==> src/rtl/iic_pkg.sv <==
// Shared types and helpers for the IIC arbiter slice.
//   arb_state_t : arbiter FSM states
//   reg_w()     : register-address width for a given extension setting
package iic_pkg;

  typedef enum logic [2:0] {
    IDLE      = 3'd0,
    START     = 3'd1,
    WAIT_BUSY = 3'd2,
    WAIT_DONE = 3'd3,
    DONE      = 3'd4
  } arb_state_t;

  // 0 -> 8-bit register address, 1 -> 16-bit register address
  function automatic int unsigned reg_w(input int unsigned ex);
    return 8 + 8 * ex;
  endfunction

endpackage

==> src/rtl/iic_arbiter_rr_picker.sv <==
// Combinational round-robin picker.
//   req     : request vector
//   ptr     : index with highest priority this round
//   grant_c : one-hot grant of the first set request at or after ptr (cyclic)
//   idx_c   : binary index of the granted request
//   any_c   : at least one request is set
module rr_picker #(
  parameter int unsigned N  = 2,
  parameter int unsigned PW = 1
) (
  input  logic [N-1:0]  req,
  input  logic [PW-1:0] ptr,
  output logic [N-1:0]  grant_c,
  output logic [PW-1:0] idx_c,
  output logic          any_c
);

  logic hit;

  // First pass searches [ptr, N-1]; second pass wraps to [0, ptr-1].
  always_comb begin
    grant_c = '0;
    idx_c   = '0;
    hit     = 1'b0;
    for (int unsigned i = 0; i < N; i++) begin
      if (!hit && req[i] && (i >= 32'(ptr))) begin
        hit        = 1'b1;
        grant_c[i] = 1'b1;
        idx_c      = PW'(i);
      end
    end
    for (int unsigned i = 0; i < N; i++) begin
      if (!hit && req[i]) begin
        hit        = 1'b1;
        grant_c[i] = 1'b1;
        idx_c      = PW'(i);
      end
    end
    any_c = hit;
  end

endmodule

==> src/rtl/iic_arbiter.sv <==
// Round-robin arbiter sharing one single-byte iic_master between NUM_REQ clients.
//   req_*       : per-requester command (valid/rw/slave/addr/wdata), ack pulse on latch
//   rsp_*       : completion pulse to the granted requester with error flag and read byte
//   arb_busy    : arbiter not idle
//   iic_start   : one-cycle start pulse to iic_master
//   iic_busy    : transfer-in-progress from iic_master
//   m_*         : latched command to iic_master, held from START until IDLE
//   m_recv_data : read byte from iic_master
module iic_arbiter
  import iic_pkg::*;
#(
  parameter int unsigned NUM_REQ          = 2,
  parameter int unsigned IIC_SLAVE_REG_EX = 1,
  parameter int unsigned BUSY_TIMEOUT     = 64
) (
  input  logic                                         clk,
  input  logic                                         rst_n,
  input  logic [NUM_REQ-1:0]                           req_valid,
  output logic [NUM_REQ-1:0]                           req_ack,
  input  logic [NUM_REQ-1:0]                           req_rw,
  input  logic [NUM_REQ*8-1:0]                         req_slave,
  input  logic [NUM_REQ*reg_w(IIC_SLAVE_REG_EX)-1:0]   req_addr,
  input  logic [NUM_REQ*8-1:0]                         req_wdata,
  output logic [NUM_REQ-1:0]                           rsp_valid,
  output logic                                         rsp_err,
  output logic [7:0]                                   rsp_rdata,
  output logic                                         arb_busy,
  output logic                                         iic_start,
  input  logic                                         iic_busy,
  output logic [7:0]                                   m_slave,
  output logic                                         m_rw,
  output logic [reg_w(IIC_SLAVE_REG_EX)-1:0]           m_reg_addr,
  output logic [7:0]                                   m_send_data,
  input  logic [7:0]                                   m_recv_data
);

  localparam int unsigned REG_W = reg_w(IIC_SLAVE_REG_EX);
  localparam int unsigned PW    = (NUM_REQ > 1) ? $clog2(NUM_REQ) : 1;
  localparam int unsigned CW    = $clog2(BUSY_TIMEOUT + 1);

  arb_state_t           state;
  logic [PW-1:0]        ptr;
  logic [PW-1:0]        gidx;
  logic [CW-1:0]        cnt;

  logic [NUM_REQ-1:0]   grant_c;
  logic [PW-1:0]        pick_c;
  logic                 any_c;
  logic [CW-1:0]        cnt_inc_c;

  assign cnt_inc_c = cnt + CW'(1);

  rr_picker #(
    .N  (NUM_REQ),
    .PW (PW)
  ) u_rr_picker (
    .req     (req_valid),
    .ptr     (ptr),
    .grant_c (grant_c),
    .idx_c   (pick_c),
    .any_c   (any_c)
  );

  // Arbiter FSM; every output is a register updated here.
  always_ff @(posedge clk or negedge rst_n) begin
    if (!rst_n) begin
      state       <= IDLE;
      ptr         <= '0;
      gidx        <= '0;
      cnt         <= '0;
      req_ack     <= '0;
      rsp_valid   <= '0;
      rsp_err     <= 1'b0;
      rsp_rdata   <= '0;
      arb_busy    <= 1'b0;
      iic_start   <= 1'b0;
      m_slave     <= '0;
      m_rw        <= 1'b0;
      m_reg_addr  <= '0;
      m_send_data <= '0;
    end else begin
      req_ack   <= '0;
      rsp_valid <= '0;
      iic_start <= 1'b0;

      case (state)
        IDLE: begin
          // A transfer still running in the master (e.g. across reset) blocks new grants.
          if (!iic_busy && any_c) begin
            gidx        <= pick_c;
            req_ack     <= grant_c;
            m_rw        <= req_rw[pick_c];
            m_slave     <= req_slave[32'(pick_c) * 8 +: 8];
            m_reg_addr  <= req_addr[32'(pick_c) * REG_W +: REG_W];
            m_send_data <= req_wdata[32'(pick_c) * 8 +: 8];
            arb_busy    <= 1'b1;
            state       <= START;
          end
        end

        START: begin
          iic_start <= 1'b1;
          cnt       <= '0;
          state     <= WAIT_BUSY;
        end

        // cnt is 0 in the cycle iic_start is high, so the error response
        // lands exactly BUSY_TIMEOUT cycles after the start pulse.
        WAIT_BUSY: begin
          if (iic_busy) begin
            state <= WAIT_DONE;
          end else if (cnt_inc_c == CW'(BUSY_TIMEOUT)) begin
            rsp_valid[gidx] <= 1'b1;
            rsp_err         <= 1'b1;
            rsp_rdata       <= '0;
            state           <= DONE;
          end else begin
            cnt <= cnt_inc_c;
          end
        end

        WAIT_DONE: begin
          if (!iic_busy) begin
            rsp_valid[gidx] <= 1'b1;
            rsp_err         <= 1'b0;
            rsp_rdata       <= m_rw ? m_recv_data : 8'h00;
            state           <= DONE;
          end
        end

        DONE: begin
          rsp_err   <= 1'b0;
          rsp_rdata <= '0;
          ptr       <= (gidx == PW'(NUM_REQ - 1)) ? '0 : gidx + PW'(1);
          arb_busy  <= 1'b0;
          state     <= IDLE;
        end

        default: begin
          arb_busy <= 1'b0;
          state    <= IDLE;
        end
      endcase
    end
  end

endmodule

==> config.mk <==
export PLATFORM = sky130hd
export DESIGN_NAME = iic_arbiter
export DESIGN_NICKNAME = d
export VERILOG_FILES = /design/src/rtl/iic_pkg.sv /design/src/rtl/iic_arbiter_rr_picker.sv /design/src/rtl/iic_arbiter.sv
export SDC_FILE = /design/constraint.sdc
export NUM_CORES = 1
export LEC_CHECK = 0
export BUFFER_PORTS_ARGS = -buffer_cell sky130_fd_sc_hd__buf_2
export CORE_AREA = 4 4 78 80
export CTS_BUF_LIST = sky130_fd_sc_hd__clkbuf_4 sky130_fd_sc_hd__clkbuf_8
export CTS_CLUSTER_DIAMETER = 60
export DETAILED_ROUTE_END_ITERATION = 6
export DIE_AREA = 0 0 82 84
export GPL_ROUTABILITY_DRIVEN = 0
export PLACE_DENSITY_LB_ADDON = 0.12
export SETUP_SLACK_MARGIN = 0.15
export SLEW_MARGIN = 40
export SYNTH_ARGS = -nofsm -noshare
export SYNTH_HDL_FRONTEND = slang
export SYNTH_SLANG_ARGS = --single-unit
==> constraint.sdc <==
create_clock -name clk -period 4.69 [get_ports clk]
set_input_delay 0 -clock clk [delete_from_list [all_inputs] [get_ports clk]]
set_output_delay 0 -clock clk [all_outputs]
set_load 0.005 [all_outputs]
======== Word-level counts from Yosys, hierarchy flattened ========
Index checks and enable logic that the tools add are counted.
storage, ports and cells
  register bits after elaboration ......... 60
  input bits .............................. 79
  output and inout port bits .............. 48
  word-level logic and storage cells ...... 94
cells by class
  add/subtract/negate cells ............... 2
  $lt $le $gt $ge ......................... 4
  equal/unequal tests ..................... 11
  shift operators ......................... 3
  mux-type cells .......................... 40
  bitwise gates (word level) .............. 1
  reductions and logical operators ........ 19
operators with widths
  kind                                                 number
  two-way mux 8 bit                                    4
  indexed part select 16 x 5 -> 8 bit                  2
  indexed part select 32 x 6 -> 16 bit                 1
  case mux 8 bit (3 select lines)                      1
  two-way mux 1 bit                                    18
  two-way mux 7 bit                                    2
  case mux 7 bit (2 select lines)                      1
  two-way mux 3 bit                                    4
  case mux 3 bit (4 select lines)                      1
  two-way mux 2 bit                                    5
  != test 2 bit, second input constant                 5
  adder 7 x 1 -> 7 bit, second input constant          1
  equality test 7 bit, second input constant           1
  equality test 3 x 2 -> 1 bit, second input constant  2
  logical AND 1 bit                                    6
  AND reduction 3 bit                                  2
  logical NOT 1 bit                                    4
  < comparator 1 x 2 -> 1 bit, second input constant   2
  case mux 2 bit (2 select lines)                      1
  AND reduction 2 bit                                  2
  AND reduction 4 bit                                  1
  equality test 3 x 1 -> 1 bit, second input constant  1
  equality test 3 bit, second input constant           1
  logical NOT 3 bit                                    1
  11 further kinds                                     11

======== Longest topological paths before layout ========
Gate-level depths: netlist (run 1).
  depth in word-level cells ............... 15
  depth in mapped cells ................... 6
  gate-level depth less buffers ........... 6

======== By module ========
A second synthesis (run 1) with hierarchy kept.
unflattened totals
  cells, all modules ...................... 264
  area total of the unflattened synthesis .. 2760.1 um^2
by module, submodules not included
  module       times used  cells each  area an instance (um^2)  sequential area each (um^2)
  iic_arbiter  1           259         2727.6                   1501.4
  rr_picker    1           5           32.5                     0.0

======== Worst setup path before layout (run 1) ========
OpenSTA, ideal clock, no wires.
  kind .................................... reg2reg
  start ................................... register cnt[0]
  end ..................................... register rsp_rdata[0]
  library setup time ...................... 0.121 ns
  data arrival time ....................... 1.984 ns
  data required time ...................... 4.569 ns
  setup slack ............................. 2.585 ns
  cell stages (with the launch flop) ...... 7
  buffers on the path ..................... 0
  clock period less this slack ............ 2.105 ns
  path through ............................ dfrtp_1 > ha_1 > xnor2_1 > or4b_4 > a221oi_4 > o21ai_2 > a22o_1
on the way
  cells in the longest elaborated chain, start to end .. 4
ends and longest elaborated chain
  item                           RTL line            source
  start, declared                iic_arbiter.sv:44   logic [CW-1:0] cnt;
  start signal, assigned         iic_arbiter.sv:118  cnt <= cnt_inc_c;
  adder 7 x 1 -> 7 bit           iic_arbiter.sv:51   assign cnt_inc_c = cnt + CW'(1);
  equality test 7 bit            iic_arbiter.sv:112  end else if (cnt_inc_c == CW'(BUSY_TIMEOUT)) begin
  != test 2 bit (no line)        --
  AND reduction 4 bit (no line)  --
  end signal, assigned           iic_arbiter.sv:126  rsp_rdata <= m_rw ? m_recv_data : 8'h00;
  end, declared                  iic_arbiter.sv:26   output logic [7:0] rsp_rdata,
No other way between the ends.
A chain may end at the register's enable or synchronous reset.

======== Worst setup path in the final report (run 1) ========
  start ................................... register cnt[0]
  end ..................................... register rsp_rdata[5]
Same word-level chain as after synthesis.

==> summary.md, run 1 <==
| Metric | Value |
|---|---|
| Run status | finished clean |
| Worst path required time | 4.90 ns |
| Leak Pwr | 2.335 nW |
| Clock power frac | 0.234 |
| Wire per inst | 15.90 um |
| Total Wirelength | 8507 um |
| CP max stage delay | 0.54 ns |
| Initial core utilization | 0.5002 |
| Post-route ant nets | 0 |
| Skew-Pair Late Insertion Delay | 0.33 ns |
| Ratio of cells with drive above 1 in the final layout | 0.3283 |
| Nets | 539 |
| First-pass GRT wire length | 13610 um |
| CP Class | flop to flop |
| CTS tree | built |
| Finished Cell Area | 4407 um^2 |
| Most frequent cell after synthesis | dfrtp_1 |
| 1st-iter DRT viols | 137 |
| Syn_area_per_cell | 10.60 um^2 |
| Die Ht | 84 um |
| Total negative slack | 0 ns |
| Endpoints failing setup | 0 |
| Register area share after synthesis | 0.5553 |
| Power share of the sequential group | 0.412 |
| Worst-Margin Slew | 0.5745 ns |
| Vias in the first global route | 2926 |
| Pin count of the biggest net entering global routing | 67 |
| RSZ-0062 raised after global routing | no |
| Clock Tree Root | clkbuf_8 |
| Critical Path Sink Type | flop |
| Crit path max-delay family | compound AO/OA/AOI/OAI gates |
| Gr usage total | 0.2620 |
| Slew Limit Fails | 0 |
| Max-cap viol count | 0 |
| Clock Sinks | 60 |
| Ant. Diodes | 0 |
| Synth area leaders | dfrtp_1, mux2i_1, o21ai_0, nand2_1, a22o_1 |
| First-pass detailed-route iteration total | 4 |
| Initial antenna violation count | 0 |
| Cts bufs inserted | 9 |
| Netlist cell types | 35 |
| Post-CTS Hold Buffers | 77 |
| Comb pwr share | 0.355 |
| Clock transition at the registers of the reported paths | 0.06 ns |
| Cell Area, Synth | 2704 um^2 |
| P_sw | 697.0 uW |
| Setup repair bufs after CTS | 0 |
| Synth Warn # | 0 |
| Crit path arrival time | 2.47 ns |
| Multi-input logic area | 1159 um^2 |
| CP max stage cell | or4b_4 |
| Vias | 2764 |
| IR drop worst, VDD | 261.0 uV |
| Tcrit/Tclk final | 0.4815 |
| Register area | 1501 um^2 |
| Critical Path Source Type | flop |
| Post-synth EDFFs | 0 |
| Hold Crit Class | input pin to flop |
| Area share of the largest cell type after synthesis | 0.5553 |
| Sw frac | 0.3336 |
| Clock Tree Buf Depth | 2 |
| # IOs | 127 |
| Global route overflow | 0 |
| Cell internal pwr | 1.392 mW |
| Max_slew headroom | 0.6170 |
| Layout area overhead | 62.98% |
| PnR Total Power | 2.090 mW |
| Vias per inst | 5.166 |
| Post_cts resized | 0 |
| Post-route DRC | 0 |
| Syn_nets | 335 |
| Die width | 82 um |
| Synth area leader | dfrtp_1 |
| Mapped Cells | 255 |
| Post-synthesis async set-or-reset flop share | 1.000 |
| Max Freq | 442.8 MHz |
| Core ar. | 5405 um^2 |
| PortBufs | 126 |
| Final hold viol count | 0 |
| Ordered list of cells on the worst path | ha_1 -> xnor2_1 -> or4b_4 -> a221oi_4 -> o21ai_2 -> a22o_1 |
| Placed instance area | 3417 um^2 |
| Worst Path Buf+Inv | 0 |
| Yosys reg bits | 60 |
| Pwr/cell area | 474.2 nW/um^2 |
| Post-synth top cells | dfrtp_1, nand2_1, o21ai_0 |
| Fillers | 341 |
| Fin crit period | 2.258 ns |
| Clk_skew | 0.008586 ns |
| Detailed placement HPWL | 4516 um |
| Core Rows | 27 |
| Largest fanout on the critical path | 8 |
| CTS H-tree depth | 3 |
| Die area | 6888 um^2 |
| Main synth FF type | dfrtp_1 |
[metal layers]
metal  global-route usage  up-vias  share of wire
li1                     -     1306              -
met1               0.2955     1322           0.40
met2               0.4475      111           0.52
met3              0.08423       25          0.054
met4               0.1042        0          0.031
met5                    0        -              0
[worst register-to-register path, delay by kind of cell (launching register included)]
family / cells / cell delay [ns]
AOI/OAI and AO/OA: 3 / 0.79
and+or+nand+nor: 1 / 0.54
DFF: 1 / 0.43
adders and majority gates: 1 / 0.26
xor gates and xnor gates: 1 / 0.14
[flip-flops by register name (all words and copies together), names as in the netlist]
register     cells
ptr              1
m_rw             1
rsp_err          1
m_send_data      8
iic_start        1
rsp_valid        2
rsp_rdata        8
m_slave          8
arb_busy         1
gidx             1
cnt              7
req_ack          2
m_reg_addr      16
state            3
[path summary, 6_finish.rpt]
kind                              from       endpoint  slack, ns  cells after the start
hold reg to reg             m_slave[4]     m_slave[4]       0.47                      2
max in group asynchronous        rst_n  m_reg_addr[4]       4.02                      3
setup reg to reg                cnt[0]   rsp_rdata[5]       2.43                      6
setup / recovery                cnt[0]   rsp_rdata[5]       2.43                      6
hold / removal             req_addr[9]  m_reg_addr[9]      0.006                      3
min in group asynchronous        rst_n       state[0]       0.28                      3
[cells by family (layout without fill, tap and decap cells)]
logic type | after synthesis | in the layout | share of synthesized area
AND/OR/NAND/NOR | 70 | 70 | 0.1166
AO/OA/AOI/OAI | 69 | 69 | 0.1615
flip-flops | 60 | 60 | 0.5553
multiplexers | 34 | 34 | 0.1259
buffers and inverters | 18 | 226 | 0.02638
XOR/XNOR | 3 | 3 | 0.009719
adder cells (fa/ha/maj) | 1 | 1 | 0.004627
[power groups by stage]
stage          Clock, mW  Sequential [mW]  Combinational [mW]
2_1_floorplan          0            0.859               0.327
3_3_place_gp           0            0.854               0.617
3_5_place_dp           0            0.855               0.637
4_1_cts            0.490            0.852               0.723
5_1_grt            0.526            0.886               0.831
6_report           0.489            0.860               0.741
[layout make-up]
class | instances | area share
Clock buffer | 14 | 0.04089
Clock inverter | 1 | 0.006814
Inverter | 5 | 0.004259
Multi-Input combinational cell | 177 | 0.2629
Sequential cell | 60 | 0.3407
Tap cell | 72 | 0.02044
Timing Repair Buffer | 206 | 0.3240
[stage by stage]
stage,hold WS (ns),util,setup WS (ns),instances
6_report,0.006159,0.8153,2.432,535
5_1_grt,0.001715,0.8153,2.337,535
4_1_cts,0.0004757,0.8137,2.431,535
3_5_place_dp,0.2023,0.6322,2.446,443
3_3_place_gp,0.1956,0.6322,2.483,443
2_1_floorplan,-0.2956,-,2.585,255
[cells in the final DEF (no fill, tap or decap), types with 2 or more instances in the layout]
cell and n:
buf_2 126, dlygate4sd3_1 77, dfrtp_1 60, nand2_1 44, o21ai_0 41, mux2i_1 34
clkbuf_8 12, a22o_1 8, nor2b_1 6, nor2_1 6, inv_1 5, a21oi_1 4
a31oi_1 3, nand3_1 2, xnor2_1 2, o21ai_4 2, nand2b_1 2, nor3_1 2
and3_1 2, o21ai_2 2, clkbuf_4 2, buf_4 2
Note: power is estimated with default switching activity, not from simulation.
==> run 2, diff against run 1 <==
--- a/config.mk
+++ b/config.mk
@@ -6,11 +6,11 @@
 export NUM_CORES = 1
 export LEC_CHECK = 0
 export BUFFER_PORTS_ARGS = -buffer_cell sky130_fd_sc_hd__buf_2
-export CORE_AREA = 4 4 78 80
+export CORE_AREA = 4 4 85 87
 export CTS_BUF_LIST = sky130_fd_sc_hd__clkbuf_4 sky130_fd_sc_hd__clkbuf_8
 export CTS_CLUSTER_DIAMETER = 60
 export DETAILED_ROUTE_END_ITERATION = 6
-export DIE_AREA = 0 0 82 84
+export DIE_AREA = 0 0 89 91
 export GPL_ROUTABILITY_DRIVEN = 0
 export PLACE_DENSITY_LB_ADDON = 0.12
 export SETUP_SLACK_MARGIN = 0.15
==> constraint.sdc (replaced) <==
create_clock -name clk -period 1.85 [get_ports clk]
set_input_delay 0 -clock clk [delete_from_list [all_inputs] [get_ports clk]]
set_output_delay 0 -clock clk [all_outputs]
set_load 0.005 [all_outputs]
==> summary.md, run 2 (same netlist as run 1, synthesis figures left out) <==
| Metric | Value |
|---|---|
| Fillers | 462 |
| Pwr/cell area | 1129 nW/um^2 |
| Vias per inst | 4.957 |
| Comb pwr share | 0.385 |
| Gr usage total | 0.2065 |
| Vias | 2766 |
| Failing checks | negative setup slack |
| Vias in the first global route | 2802 |
| Final hold viol count | 0 |
| Largest fanout on the critical path | 3 |
| Worst-Margin Slew | 0.5600 ns |
| Max Used Layer | met4 |
| Worst path required time | 2.06 ns |
| Max-cap viol count | 0 |
| Cell internal pwr | 3.447 mW |
| Leak Pwr | 2.436 nW |
| Pin count of the biggest net entering global routing | 46 |
| Cts bufs inserted | 9 |
| Total negative slack | -4.207 ns |
| Clock Tree Root | clkbuf_8 |
| Largest register FFs | 16 |
| Max_slew headroom | 0.6266 |
| Met2 WL post-DR | 4184 um |
| RSZ-0062 raised after global routing | yes |
| Ant. Diodes | 0 |
| First-pass detailed-route iteration total | 4 |
| Clk_skew | 0.005556 ns |
| Total Wirelength | 8369 um |
| Clock transition at the registers of the reported paths | 0.06 ns |
| Layout area overhead | 70.52% |
| Die width | 89 um |
| Core ar. | 6350 um^2 |
| P_sw | 1.760 mW |
| Nets | 556 |
| Detailed placement HPWL | 5014 um |
| PortBufs | 126 |
| Clock Tree Buf Depth | 2 |
| Endpoints failing setup | 20 |
| Commonest non-fill, non-tap cell in the layout | buf_2 |
| IR drop worst, VDD | 655.8 uV |
| First-pass GRT wire length | 13140 um |
| Crit path arrival time | 2.33 ns |
| Global route overflow | 0 |
| # IOs | 127 |
| Power share of the sequential group | 0.415 |
| Critical Path Source Type | flop |
| Post-route DRC | 0 |
| Clock Sinks | 60 |
| Initial antenna violation count | 0 |
| Core Rows | 29 |
| Run status | finished, violations left |
| CTS tree | built |
| Die Ht | 91 um |
| PnR Total Power | 5.207 mW |
| Skew-Pair Late Insertion Delay | 0.32 ns |
| CP Class | flop to flop |
| Commonest cells after routing, fill and taps aside | buf_2, dlygate4sd3_1, dfrtp_1 |
| Setup ws final | -0.2702 ns |
| CTS H-tree depth | 3 |
| Met3 wire length | 555 um |
| Max Freq | 471.7 MHz |
| M1 WL | 3454 um |
| Wire per inst | 15.00 um |
| WHS | 0.01058 ns |
| Slew Limit Fails | 0 |
| Initial core utilization | 0.4258 |
| Die area | 8099 um^2 |
| Tcrit/Tclk final | 1.146 |
| Critical Path Sink Type | flop |
| Post-route ant nets | 0 |
| 1st-iter DRT viols | 101 |
| Sw frac | 0.3381 |
| Hold Crit Class | input pin to flop |
| Clock power frac | 0.199 |
| Biggest register | m_reg_addr |
| Ratio of cells with drive above 1 in the final layout | 0.3846 |
| Fin crit period | 2.120 ns |
## run 2: cell types whose count changed in the layout (fill, tap and decap cells not counted), sizes merged
cell,change
buf,+21
bufinv,-1
clkbuf,+1
clkinv,+2
dlygate4sd3,-6
o21ai,+1
## run 2: timing repair
item / 4_1_cts / 5_1_grt
endpoints found under the setup margin: 20 / 44
resized for setup: 6 / 8
setup buffers: 3 / 3
cloned: 0 / 2
pin swaps: 6 / 11
hold buffers: 71 / 0
hold endpoints to repair: 59 / 0
## run 2: worst max-delay path: stages, from the launching register on
cell and delay, ns:
dfrtp_1 0.41, ha_2 0.22, xnor2_2 0.13, or4b_4 0.54, a221oi_4 0.33, buf_6 0.17, o21ai_1 0.06, nor3b_1 0.15
## run 2: power by group through the flow
stage	registers, mW	logic [mW]	clock network, mW
after floorplan	2.18	0.833	0
after global placement	2.15	1.71	0
after detailed placement	2.15	1.76	0
after CTS	2.14	1.91	1.08
after global routing	2.23	2.25	1.12
final	2.16	2.01	1.04
## run 2: through the flow
step	instance area [um^2]	setup WS [ns]	util	std cells
5_1_grt	4611	-0.3372	0.7261	558
3_3_place_gp	3576	-0.1609	0.5632	463
3_5_place_dp	3576	-0.2630	0.5632	463
6_report	4611	-0.2702	0.7261	558
2_1_floorplan	2706	-0.1685	-	255
4_1_cts	4521	-0.2568	0.7119	553
## run 2: path summary, 6_finish.rpt
path	startpoint	end	slack, ns	cells after the start
worst max-delay path	cnt[1]	state[1]	-0.27	7
worst min-delay path	req_slave[7]	m_slave[7]	0.01	3
worst max register to register	cnt[1]	state[1]	-0.27	7
worst min register to register	m_reg_addr[4]	m_reg_addr[4]	0.47	2
max in group asynchronous	rst_n	m_slave[4]	1.10	3
min in group asynchronous	rst_n	cnt[1]	0.18	2
## run 2: area by class of cell
class                           count  area, um^2  share of cell area
Sequential cell                    60        1503              0.3259
Timing Repair Buffer              222        1588              0.3444
Clock inverter                      2       10.01            0.002171
Multi-Input combinational cell    178        1227              0.2662
Clock buffer                       14       167.7             0.03636
Inverter                            5       18.77            0.004071
Tap cell                           77       96.34             0.02090
## run 2: metal layers
metal / GRT usage / up-vias
met4: 0.07320 / 0
met1: 0.2576 / 1305
met3: 0.05882 / 15
met2: 0.3397 / 101
met5: 0 / -
li1: - / 1345
==> run 3, diff against run 2 <==
--- a/config.mk
+++ b/config.mk
@@ -6,11 +6,11 @@
 export NUM_CORES = 1
 export LEC_CHECK = 0
 export BUFFER_PORTS_ARGS = -buffer_cell sky130_fd_sc_hd__buf_2
-export CORE_AREA = 4 4 85 87
+export CORE_AREA = 4 4 94 78
 export CTS_BUF_LIST = sky130_fd_sc_hd__clkbuf_4 sky130_fd_sc_hd__clkbuf_8
 export CTS_CLUSTER_DIAMETER = 60
 export DETAILED_ROUTE_END_ITERATION = 6
-export DIE_AREA = 0 0 89 91
+export DIE_AREA = 0 0 98 82
 export GPL_ROUTABILITY_DRIVEN = 0
 export PLACE_DENSITY_LB_ADDON = 0.12
 export SETUP_SLACK_MARGIN = 0.15
==> summary.md, run 3 (same netlist as run 1, synthesis figures left out) <==
| Metric | Value |
|---|---|
| Placed cells | 470 |
| Clock Sinks | 60 |
| # IOs | 127 |
| Placed instance area | 3572 um^2 |
| RSZ-0062 raised after global routing | yes |
| Vias per inst | 4.842 |
| IR drop worst, VDD | 657.8 uV |
| Biggest register | m_reg_addr |
| Fillers | 472 |
| Max Freq | 488.7 MHz |
| Final hold viol count | 0 |
| Commonest cells after routing, fill and taps aside | buf_2, dlygate4sd3_1, dfrtp_1 |
| Finished Layout Cells | 564 |
| Max_slew headroom | 0.6100 |
| Initial core utilization | 0.4262 |
| Run status | finished, violations left |
| Worst-Margin Slew | 0.5850 ns |
| Core Rows | 26 |
| 1st-iter DRT viols | 73 |
| Util after Layout | 0.7292 |
| First-pass detailed-route iteration total | 4 |
| Register area | 1501 um^2 |
| Slew Limit Fails | 0 |
| CTS tree | built |
| Multi-input logic area | 1195 um^2 |
| Endpoints failing setup | 19 |
| First-pass GRT wire length | 14040 um |
| Tcrit/Tclk final | 1.106 |
| Clock Tree Root | clkbuf_8 |
| Ratio of cells with drive above 1 in the final layout | 0.3646 |
| Crit path arrival time | 2.27 ns |
| Critical Path Sink Type | flop |
| CTS H-tree depth | 3 |
| Die area | 8036 um^2 |
| Vias in the first global route | 2937 |
| Post-route ant nets | 0 |
| Commonest non-fill, non-tap cell in the layout | buf_2 |
| Post-route DRC | 0 |
| Leak Pwr | 2.440 nW |
| Cts bufs inserted | 9 |
| Fin crit period | 2.046 ns |
| Initial antenna violation count | 0 |
| Total negative slack | -2.759 ns |
| Largest fanout on the critical path | 3 |
| Skew-Pair Late Insertion Delay | 0.33 ns |
| Wire per inst | 15.09 um |
| Pin count of the biggest net entering global routing | 43 |
| Detailed placement HPWL | 4942 um |
| Reg2reg start | cnt[0] |
| Nets | 555 |
| Largest register FFs | 16 |
| Clock transition at the registers of the reported paths | 0.06 ns |
| Pwr/cell area | 1176 nW/um^2 |
| Hold Crit Class | input pin to flop |
| Pre-CTS setup slack | -0.2566 ns |
| Core ar. | 6344 um^2 |
| Ant. Diodes | 0 |
| Clk_skew | 0.003818 ns |
| CP Class | flop to flop |
| Worst min-delay path startpoint | req_valid[0] |
| Failing checks | negative setup slack |
| Setup ws final | -0.1963 ns |
| Total Wirelength | 8508 um |
| Worst path required time | 2.07 ns |
| Critical Path Source Type | flop |
| PortBufs | 126 |
| Layout area overhead | 71.08% |
| Finished Cell Area | 4626 um^2 |
| Clock Tree Buf Depth | 2 |
| Global route overflow | 0 |
| Worst Setup SP | cnt[0] |
| Die width | 98 um |
| Gr usage total | 0.2231 |
| Vias | 2731 |
| Die Ht | 82 um |
| Max-cap viol count | 0 |
[run 3: final timing paths]
check | to | slack (ns) | cells past startpoint
max | cnt[1] | -0.20 | 6
min | state[0] | 0.16 | 4
max reg2reg | cnt[1] | -0.20 | 6
min reg2reg | m_slave[0] | 0.48 | 2
max in group asynchronous | m_send_data[5] | 1.07 | 3
min in group asynchronous | state[0] | 0.20 | 2
[run 3: metrics by stage]
stage          power, mW  hold slack, ns
2_1_floorplan      3.011         -0.2956
3_3_place_gp       3.864         0.02770
3_5_place_dp       3.917         0.02894
4_1_cts            5.452          0.1443
5_1_grt            5.859          0.1581
6_report           5.440          0.1572
[run 3: where the power goes]
| part | switching, mW | internal [mW] | total, mW |
|---|---|---|---|
| Combinational | 0.961 | 0.985 | 1.95 |
| Sequential | 0.312 | 1.83 | 2.14 |
| Clock | 0.492 | 0.864 | 1.36 |
[run 3: area by class of cell]
| type | count | share of cell area |
|---|---|---|
| Inverter | 5 | 0.004057 |
| Tap cell | 84 | 0.02272 |
| Timing Repair Buffer | 222 | 0.3395 |
| Multi-Input combinational cell | 177 | 0.2583 |
| Clock buffer | 12 | 0.03570 |
| Sequential cell | 60 | 0.3246 |
| Clock inverter | 4 | 0.01515 |
[run 3: timing repair]
item | 4_1_cts | 5_1_grt
resized for setup | 4 | 4
pin swaps | 8 | 3
setup buffers | 2 | 0
endpoints found under the setup margin | 20 | 47
hold endpoints to repair | 68 | 0
hold buffers | 76 | 0
[run 3: metal layers]
| metal | routed length, um | part of all wire | GRT usage | vias up |
|---|---|---|---|---|
| met5 | 0 | 0 | 0 | - |
| met4 | 125 | 0.015 | 0.08160 | 0 |
| met3 | 501 | 0.059 | 0.06706 | 15 |
| met2 | 4313 | 0.51 | 0.3927 | 99 |
| met1 | 3566 | 0.42 | 0.2613 | 1275 |
| li1 | - | - | - | 1342 |
[run 3: critical path: stages (launching register included)]
cell and delay, ns:
dfrtp_1 0.38, ha_2 0.19, xnor2_1 0.12, or4b_4 0.51, a221o_1 0.39, and3_1 0.16
a31o_1 0.18
